--- src/rtl/mfcc_pkg.sv ---
// rtl/mfcc_pkg.sv - shared widths, FSM states and saturation limits for the MFCC divider
package mfcc_pkg;

  localparam int DEF_DATA_W = 40;
  localparam int DEF_FRAC_W = 16;

  typedef enum logic [1:0] {
    LOAD = 2'd0,
    CALC = 2'd1,
    DONE = 2'd2
  } state_t;

  localparam logic [DEF_DATA_W-1:0] SAT_POS = {1'b0, {(DEF_DATA_W-1){1'b1}}};
  localparam logic [DEF_DATA_W-1:0] SAT_NEG = {1'b1, {(DEF_DATA_W-1){1'b0}}};

endpackage

--- src/rtl/udiv_iter.sv ---
// rtl/udiv_iter.sv - unsigned restoring divider, one quotient bit per cycle after start
module udiv_iter #(
  parameter int N  = 56,
  parameter int DW = 40
) (
  input  logic          clk,
  input  logic          reset,
  input  logic          start,
  input  logic [N-1:0]  dividend,
  input  logic [DW-1:0] divisor,
  output logic [N-1:0]  quotient,
  output logic          done
);

  localparam int CW = $clog2(N);

  logic [N-1:0]  dvd;
  logic [DW-1:0] dvs;
  logic [DW:0]   rem;
  logic [CW-1:0] cnt;
  logic          busy;
  logic [DW+1:0] rem_sh;
  logic [DW+1:0] diff;
  logic          fits;

  // rem stays below dvs, so the top bit of rem_sh is zero and the borrow of diff is the compare
  assign rem_sh = {rem, dvd[N-1]};
  assign diff   = rem_sh - {2'b00, dvs};
  assign fits   = ~diff[DW+1];
  assign done   = busy && (cnt == '0);

  always_ff @(posedge clk) begin
    if (!reset) begin
      dvd      <= '0;
      dvs      <= '0;
      rem      <= '0;
      quotient <= '0;
      cnt      <= '0;
      busy     <= 1'b0;
    end else if (start) begin
      dvd      <= dividend;
      dvs      <= divisor;
      rem      <= '0;
      quotient <= '0;
      cnt      <= CW'(N - 1);
      busy     <= 1'b1;
    end else if (busy) begin
      dvd      <= {dvd[N-2:0], 1'b0};
      rem      <= fits ? diff[DW:0] : rem_sh[DW:0];
      quotient <= {quotient[N-2:0], fits};
      cnt      <= cnt - 1'b1;
      if (cnt == '0) busy <= 1'b0;
    end
  end

endmodule

--- src/rtl/mfcc_div.sv ---
// rtl/mfcc_div.sv - free-running signed fixed-point divider, result = x * 2^FRAC_W / y
module mfcc_div
  import mfcc_pkg::*;
#(
  parameter int DATA_W = DEF_DATA_W,
  parameter int FRAC_W = DEF_FRAC_W
) (
  input  logic              clk,
  input  logic              reset,
  input  logic [DATA_W-1:0] x,
  input  logic [DATA_W-1:0] y,
  output logic [DATA_W-1:0] MFCC_mean,
  output logic              res_valid
);

  localparam int N = DATA_W + FRAC_W;
  localparam logic [N-1:0] MAG_POS = {{(FRAC_W+1){1'b0}}, {(DATA_W-1){1'b1}}};
  localparam logic [N-1:0] MAG_NEG = MAG_POS + 1'b1;

  state_t            state;
  logic [DATA_W-1:0] ax;
  logic [DATA_W-1:0] ay;
  logic              sx;
  logic              sy;
  logic              x_zero;
  logic              y_zero;
  logic [N-1:0]      quotient;
  logic              core_done;
  logic [DATA_W-1:0] result;

  // Magnitudes are unsigned, so the most negative operand maps to 2^(DATA_W-1) exactly
  assign ax = x[DATA_W-1] ? -x : x;
  assign ay = y[DATA_W-1] ? -y : y;

  udiv_iter #(
    .N  (N),
    .DW (DATA_W)
  ) u_core (
    .clk      (clk),
    .reset    (reset),
    .start    (state == LOAD),
    .dividend ({ax, {FRAC_W{1'b0}}}),
    .divisor  (ay),
    .quotient (quotient),
    .done     (core_done)
  );

  always_comb begin
    result = '0;
    if (y_zero) begin
      if (!x_zero) result = sx ? SAT_NEG : SAT_POS;
    end else if (sx ^ sy) begin
      result = (quotient > MAG_NEG) ? SAT_NEG : -quotient[DATA_W-1:0];
    end else begin
      result = (quotient > MAG_POS) ? SAT_POS : quotient[DATA_W-1:0];
    end
  end

  always_ff @(posedge clk) begin
    if (!reset) begin
      state     <= LOAD;
      MFCC_mean <= '0;
      res_valid <= 1'b0;
      sx        <= 1'b0;
      sy        <= 1'b0;
      x_zero    <= 1'b0;
      y_zero    <= 1'b0;
    end else begin
      res_valid <= 1'b0;
      case (state)
        LOAD: begin
          sx     <= x[DATA_W-1];
          sy     <= y[DATA_W-1];
          x_zero <= (x == '0);
          y_zero <= (y == '0);
          state  <= CALC;
        end
        CALC: if (core_done) state <= DONE;
        DONE: begin
          MFCC_mean <= result;
          res_valid <= 1'b1;
          state     <= LOAD;
        end
        default: state <= LOAD;
      endcase
    end
  end

endmodule

--- config.mk ---
export PLATFORM = sky130hd
export DESIGN_NAME = mfcc_div
export DESIGN_NICKNAME = d
export VERILOG_FILES = /design/src/rtl/mfcc_pkg.sv /design/src/rtl/udiv_iter.sv /design/src/rtl/mfcc_div.sv
export SDC_FILE = /design/constraint.sdc
export NUM_CORES = 1
export LEC_CHECK = 0
export ABC_AREA = 1
export CORE_MARGIN = 2
export CORE_UTILIZATION = 55
export DETAILED_ROUTE_END_ITERATION = 6
export DONT_BUFFER_PORTS = 1
export PLACE_DENSITY = 0.7
export SLEW_MARGIN = 20
export SYNTH_ARGS = -nofsm -noshare
export SYNTH_HDL_FRONTEND = slang
export SYNTH_SLANG_ARGS = --single-unit
--- constraint.sdc ---
create_clock -name clk -period 2.8 [get_ports clk]
set_input_delay 0.7 -clock clk [delete_from_list [all_inputs] [get_ports clk]]
set_output_delay 0.7 -clock clk [all_outputs]
set_load 0.01 [all_outputs]
## Word level (Yosys, flattened, before mapping)

Cells that the tools add are included.
Widths: inputs -> output; s select.

- Input port bits: 82
- Output and inout port bits: 41
- Bits in registers: 231
- Logic and storage cells: 53

- Magnitude comparators: 2
- Bitwise gates (word level): 3
- Add/subtract/negate cells: 5
- Eq/ne operators: 3
- Multiplexer cells: 19
- Reductions and logical operators: 7

Operators with widths:

| cell | count |
|---|---|
| $mux 40 | 8 |
| $neg 40->40 | 3 |
| $mux 56 | 2 |
| $logic_not 40->1 | 2 |
| $gt 56x39->1 const B | 1 |
| $gt 56x40->1 const B | 1 |
| $sub 42x40->42 | 1 |
| $mux 41 | 1 |
| $mux 6 | 2 |
| $logic_not 6->1 | 1 |
| $sub 6x1->6 const B | 1 |
| $mux 1 | 4 |
| $pmux 2 s2 | 1 |
| $eq 2x1->1 const B | 1 |
| $eq 2x2->1 const B | 1 |
| $logic_not 2->1 | 1 |
| $mux 2 | 1 |
| $ne 2x2->1 const B | 1 |
| $not 1->1 | 2 |
| $reduce_bool 2->1 | 1 |
| $reduce_or 2->1 | 1 |
| $logic_and 1x1->1 | 1 |
| $xor 1x1->1 | 1 |

## Depth between registers and ports, before layout

- Depth after elaboration: 4
- Gate-level depth with buffers: 19
- Gate-level depth less buffers: 18

## By module

Synthesis repeated with hierarchy kept, for this count alone.

- Cell total of the unflattened synthesis: 2,700
- Area, all modules: 16,973.8 um2

Modules (own cells, without submodules):

| module | area an instance (um2) | instances | cells each | sequential area each (um2) |
|---|---|---|---|---|
| udiv_iter | 11,343.4 | 1 | 1,710 | 4,003.8 |
| mfcc_div | 5,630.4 | 1 | 990 | 940.9 |

## Least setup slack after synthesis

Ideal clock, no wire load.

- Path type: input to register
- Start: input port y[1]
- End: register u_core.dvs[32]
- Path slack: 540 ps
- Required time: 2,684 ps
- Buffers on the path: 0
- Stages on the path: 13
- Setup time: 116 ps
- Arrival: 2,143 ps
- Cells stage by stage: inv_1 > ha_1 > nand3_1 > nor2_1 > nand2_1 > nor2_1 > nand2_1 > nor3_1 > nand2_1 > nand2_1 > a21oi_1 > a22oi_1 > inv_1

- Cells in the longest elaborated chain, start to end: 2

RTL lines:

| element | line | text |
|---|---|---|
| from (decl) | mfcc_div.sv:11 | `input logic [DATA_W-1:0] y,` |
| $neg 40->40 | mfcc_div.sv:33 | `assign ay = y[DATA_W-1] ? -y : y;` |
| $mux 40 | mfcc_div.sv:33 |  |
| to (signal assigned) | udiv_iter.sv:42 | `dvs <= divisor;` |
| to (decl) | udiv_iter.sv:18 | `logic [DW-1:0] dvs;` |

Every way passes these cells.
A chain may end at the register's enable or synchronous reset.

## Worst setup path after layout

- Start: register u_core.dvd[55]
- End: register u_core.rem[30]

- Cells in the longest elaborated chain, start to end: 2

RTL lines:

| element | line | text |
|---|---|---|
| from (decl) | udiv_iter.sv:17 | `logic [N-1:0] dvd;` |
| from (signal assigned) | udiv_iter.sv:41 | `dvd <= dividend;` |
| from (signal assigned) | udiv_iter.sv:48 | `dvd <= {dvd[N-2:0], 1'b0};` |
| $sub 42x40->42 | udiv_iter.sv:28 | `assign diff = rem_sh - {2'b00, dvs};` |
| $mux 41 | udiv_iter.sv:49 | `rem <= fits ? diff[DW:0] : rem_sh[DW:0];` |
| to (signal assigned) | udiv_iter.sv:49 |  |
| to (decl) | udiv_iter.sv:19 | `logic [DW:0] rem;` |

Every way passes these cells.

==> run summary <==
run status - finished, final reports clean
die height - 179 µm
Iteration-0 DRC Markers - 1453
postcts setup bufs - 0
reg-to-reg startpoint - u_core.dvd[55]
worst-path maximum fanout - 4
Clk Latency, worst-skew pair - 0.57 ns
final hold violations - 0
Post-Syn Instances - 2814
area added between synthesis and finish - 7.11%
leakage - 8.90 nW
Worst Hold Slack - 0.244 ns
skew final - 0.0202 ns
Hold Buf Count CTS - 0
kind of critical path - flop to flop
top_reg_cell synth - dfxtp_1
gpl congestion - 0.986
core area - 30300 µm²
Reg2Reg Depth - 18
Post-Place Cells - 3130
Synth Cell Area - 16800 µm²
CP Launch Type - flop
Yosys cell types - 57
Initial Util - 0.555
I/O Pins - 123
clock root buffer master - clkbuf_16
syn nets - 2942
Global Route Usage Sum - 0.302
row count - 64
Post-Syn Area per Cell - 5.98 µm²
Remaining DRCs - 0
final antenna-violating net count - 0
DR vias - 17300
yosys warns - 0
IO Port Bufs - 0
Post-synth EDFFs - 0
CTS Buf Count - 27
fin util - 0.594
post-layout minimum cycle time - 2.62 ns
# setup viols final - 0
# fillers - 3168
Fmax - 382 MHz
Slew HR - 0.340
Final Non-Filler Cells - 3177
Nets - 2891
CP Capture Point - u_core.rem[30]
R2R Setup Slk - 0.18 ns
Worst Setup SP - u_core.dvd[55]
diode count - 0
maximum VDD drop - 0.471 mV
DP Wirelength - 36.8 mm
RSZ-0062 raised after global routing - no
Cell Area, Placed - 17100 µm²
post-synthesis sequential element count - 231
total congestion overflow - 0
vias in the first global route - 15600
DR pass1 iterations - 6
worst min-delay path category - input pin to flop
clock slew at reported path FFs - 0.06 ns
final cycle utilization of the critical path - 0.935
global-route wire length before repair - 78.4 mm
die width - 179 µm
CP Data Required Time - 3.28 ns
FFs w/ async S/R, synth - 0
final wirelength - 49.0 mm
drt wl/cell - 15.4 µm
setup_tns - 0 ns
Via-to-Cell Ratio - 5.43
pwr dens - 556 nW/µm²
Arrival @ worst endpoint - 3.10 ns
max cap viols - 0
Hold Crit Start - y[38]
share of cells above drive strength 1 - 0.0644
Crit. End Element - flop
pin count of the biggest net entering global routing - 128
fin. max-slew vios - 0
Worst R2R End - u_core.rem[30]
post-CTS sizing - 0
CTS tree - yes
Max Root-Sink Buffers - 3
Design Area, Final - 18000 µm²
clock sink count - 231
# H-tree levels - 1
antenna violations before repair - 0
Die ar. - 32000 µm²
Worst Tran Pin Value - 0.989 ns
Seq/Total Area, Yosys - 0.275
area by class of cell:
class | instances | area [µm²] | share of cell area
timing repair buffer | 27 | 240 | 0.0133
inverter | 449 | 1690 | 0.0935
multi-input combinational | 2027 | 10000 | 0.557
clock inverter | 12 | 185 | 0.0103
tap | 396 | 495 | 0.0275
sequential | 231 | 4630 | 0.257
clock buffer | 35 | 746 | 0.0414
placed cells by master, fill, tap and decap left out, types with 7 or more instances in the layout:
cell type / netlist / routed
a21oi_1: 157 / 157
a21oi_2: 32 / 32
a31oi_1: 8 / 8
buf_4: 1 / 24
clkbuf_16: 0 / 27
dfxtp_1: 231 / 230
ha_1: 45 / 45
inv_1: 441 / 440
inv_2: 7 / 8
nand2_1: 878 / 876
nand2_2: 10 / 12
nand3_1: 151 / 151
nand4_1: 35 / 35
nor2_1: 222 / 218
nor2_2: 12 / 14
nor2_4: 7 / 9
nor3_1: 38 / 38
nor4_1: 9 / 9
o21ai_0: 220 / 220
o21ai_1: 31 / 31
o22ai_1: 7 / 7
o32ai_1: 9 / 9
xnor2_1: 13 / 13
xor2_1: 71 / 71
stage by stage:
stage	setup WS, ns	power, mW
6_report	0.182	10.0
3_3_place_gp	0.294	6.28
4_1_cts	0.159	10.0
2_1_floorplan	0.540	5.72
3_5_place_dp	0.191	6.31
5_1_grt	0.0139	10.6
state kept, by name, indices dropped and copies added (netlist names):
register / cells
u_core.rem: 41
y_zero: 1
res_valid: 1
u_core.cnt: 6
u_core.quotient: 56
state: 2
u_core.busy: 1
u_core.dvs: 40
u_core.dvd: 40
sy: 1
MFCC_mean: 40
x_zero: 1
sx: 1
per-layer routing:
metal  global-route usage  vias up  wire length, µm
li1                     -     8803                -
met1                0.436     7840            23600
met5                    0        -                0
met2                0.469      537            20700
met3               0.0494       77             3660
met4               0.0725        0             1050
critical path: stages, from the launching register on:
cell and delay, ns:
dfxtp_1 0.34, inv_1 0.11, ha_1 0.23, fa_1 0.42
inv_1 0.09, nand3_1 0.08, nand2_2 0.14, nand2_1 0.07
nand2_1 0.15, nand2_1 0.08, nand3_1 0.18, nand2_1 0.15
nand2_1 0.09, nand2_1 0.05, nand2_1 0.05, inv_1 0.04
nand2_1 0.05, nand3_1 0.07, a21oi_1 0.15
report_power, final:
| part | internal (mW) | switching (mW) | leakage, nW |
|---|---|---|---|
| clock network | 2.25 | 1.47 | 0.457 |
| registers | 3.44 | 0.113 | 1.88 |
| logic | 0.857 | 1.90 | 6.56 |
| total | 6.54 | 3.48 | 8.90 |
worst min path at each step:
stage	endpoint	slack (ns)	depth (start not counted)
finish	y_zero	0.24	1
global route	y_zero	0.22	1
CTS	y_zero	0.22	1
detailed placement	u_core.dvs[23]	0.44	2
global placement	u_core.dvs[18]	0.43	2
floorplan	u_core.dvs[24]	0.42	2
cell families after synthesis:
group | count (synthesis) | share of synthesized area
AO/OA/AOI/OAI | 495 | 0.163
XOR/XNOR | 84 | 0.0437
adder cells (fa/ha/maj) | 46 | 0.0346
buffers and inverters | 556 | 0.130
flip-flops | 231 | 0.275
AND/OR/NAND/NOR | 1402 | 0.354
Yosys cell counts (8+ instances only):
cell type / n / area, µm²
nand2_1: 878 / 3300
inv_1: 441 / 1660
dfxtp_1: 231 / 4620
nor2_1: 222 / 833
o21ai_0: 220 / 1100
a21oi_1: 157 / 786
nand3_1: 151 / 756
clkbuf_1: 76 / 285
xor2_1: 71 / 622
ha_1: 45 / 563
nor3_1: 38 / 190
nand4_1: 35 / 219
a21oi_2: 32 / 280
o21ai_1: 31 / 155
xnor2_1: 13 / 114
nor2_2: 12 / 75.1
buf_1: 10 / 37.5
nand2_2: 10 / 62.6
buf_2: 9 / 45.0
buf_6: 9 / 101
nor4_1: 9 / 56.3
o32ai_1: 9 / 78.8
a31oi_1: 8 / 50.1
(Power assumes the default switching activity.)
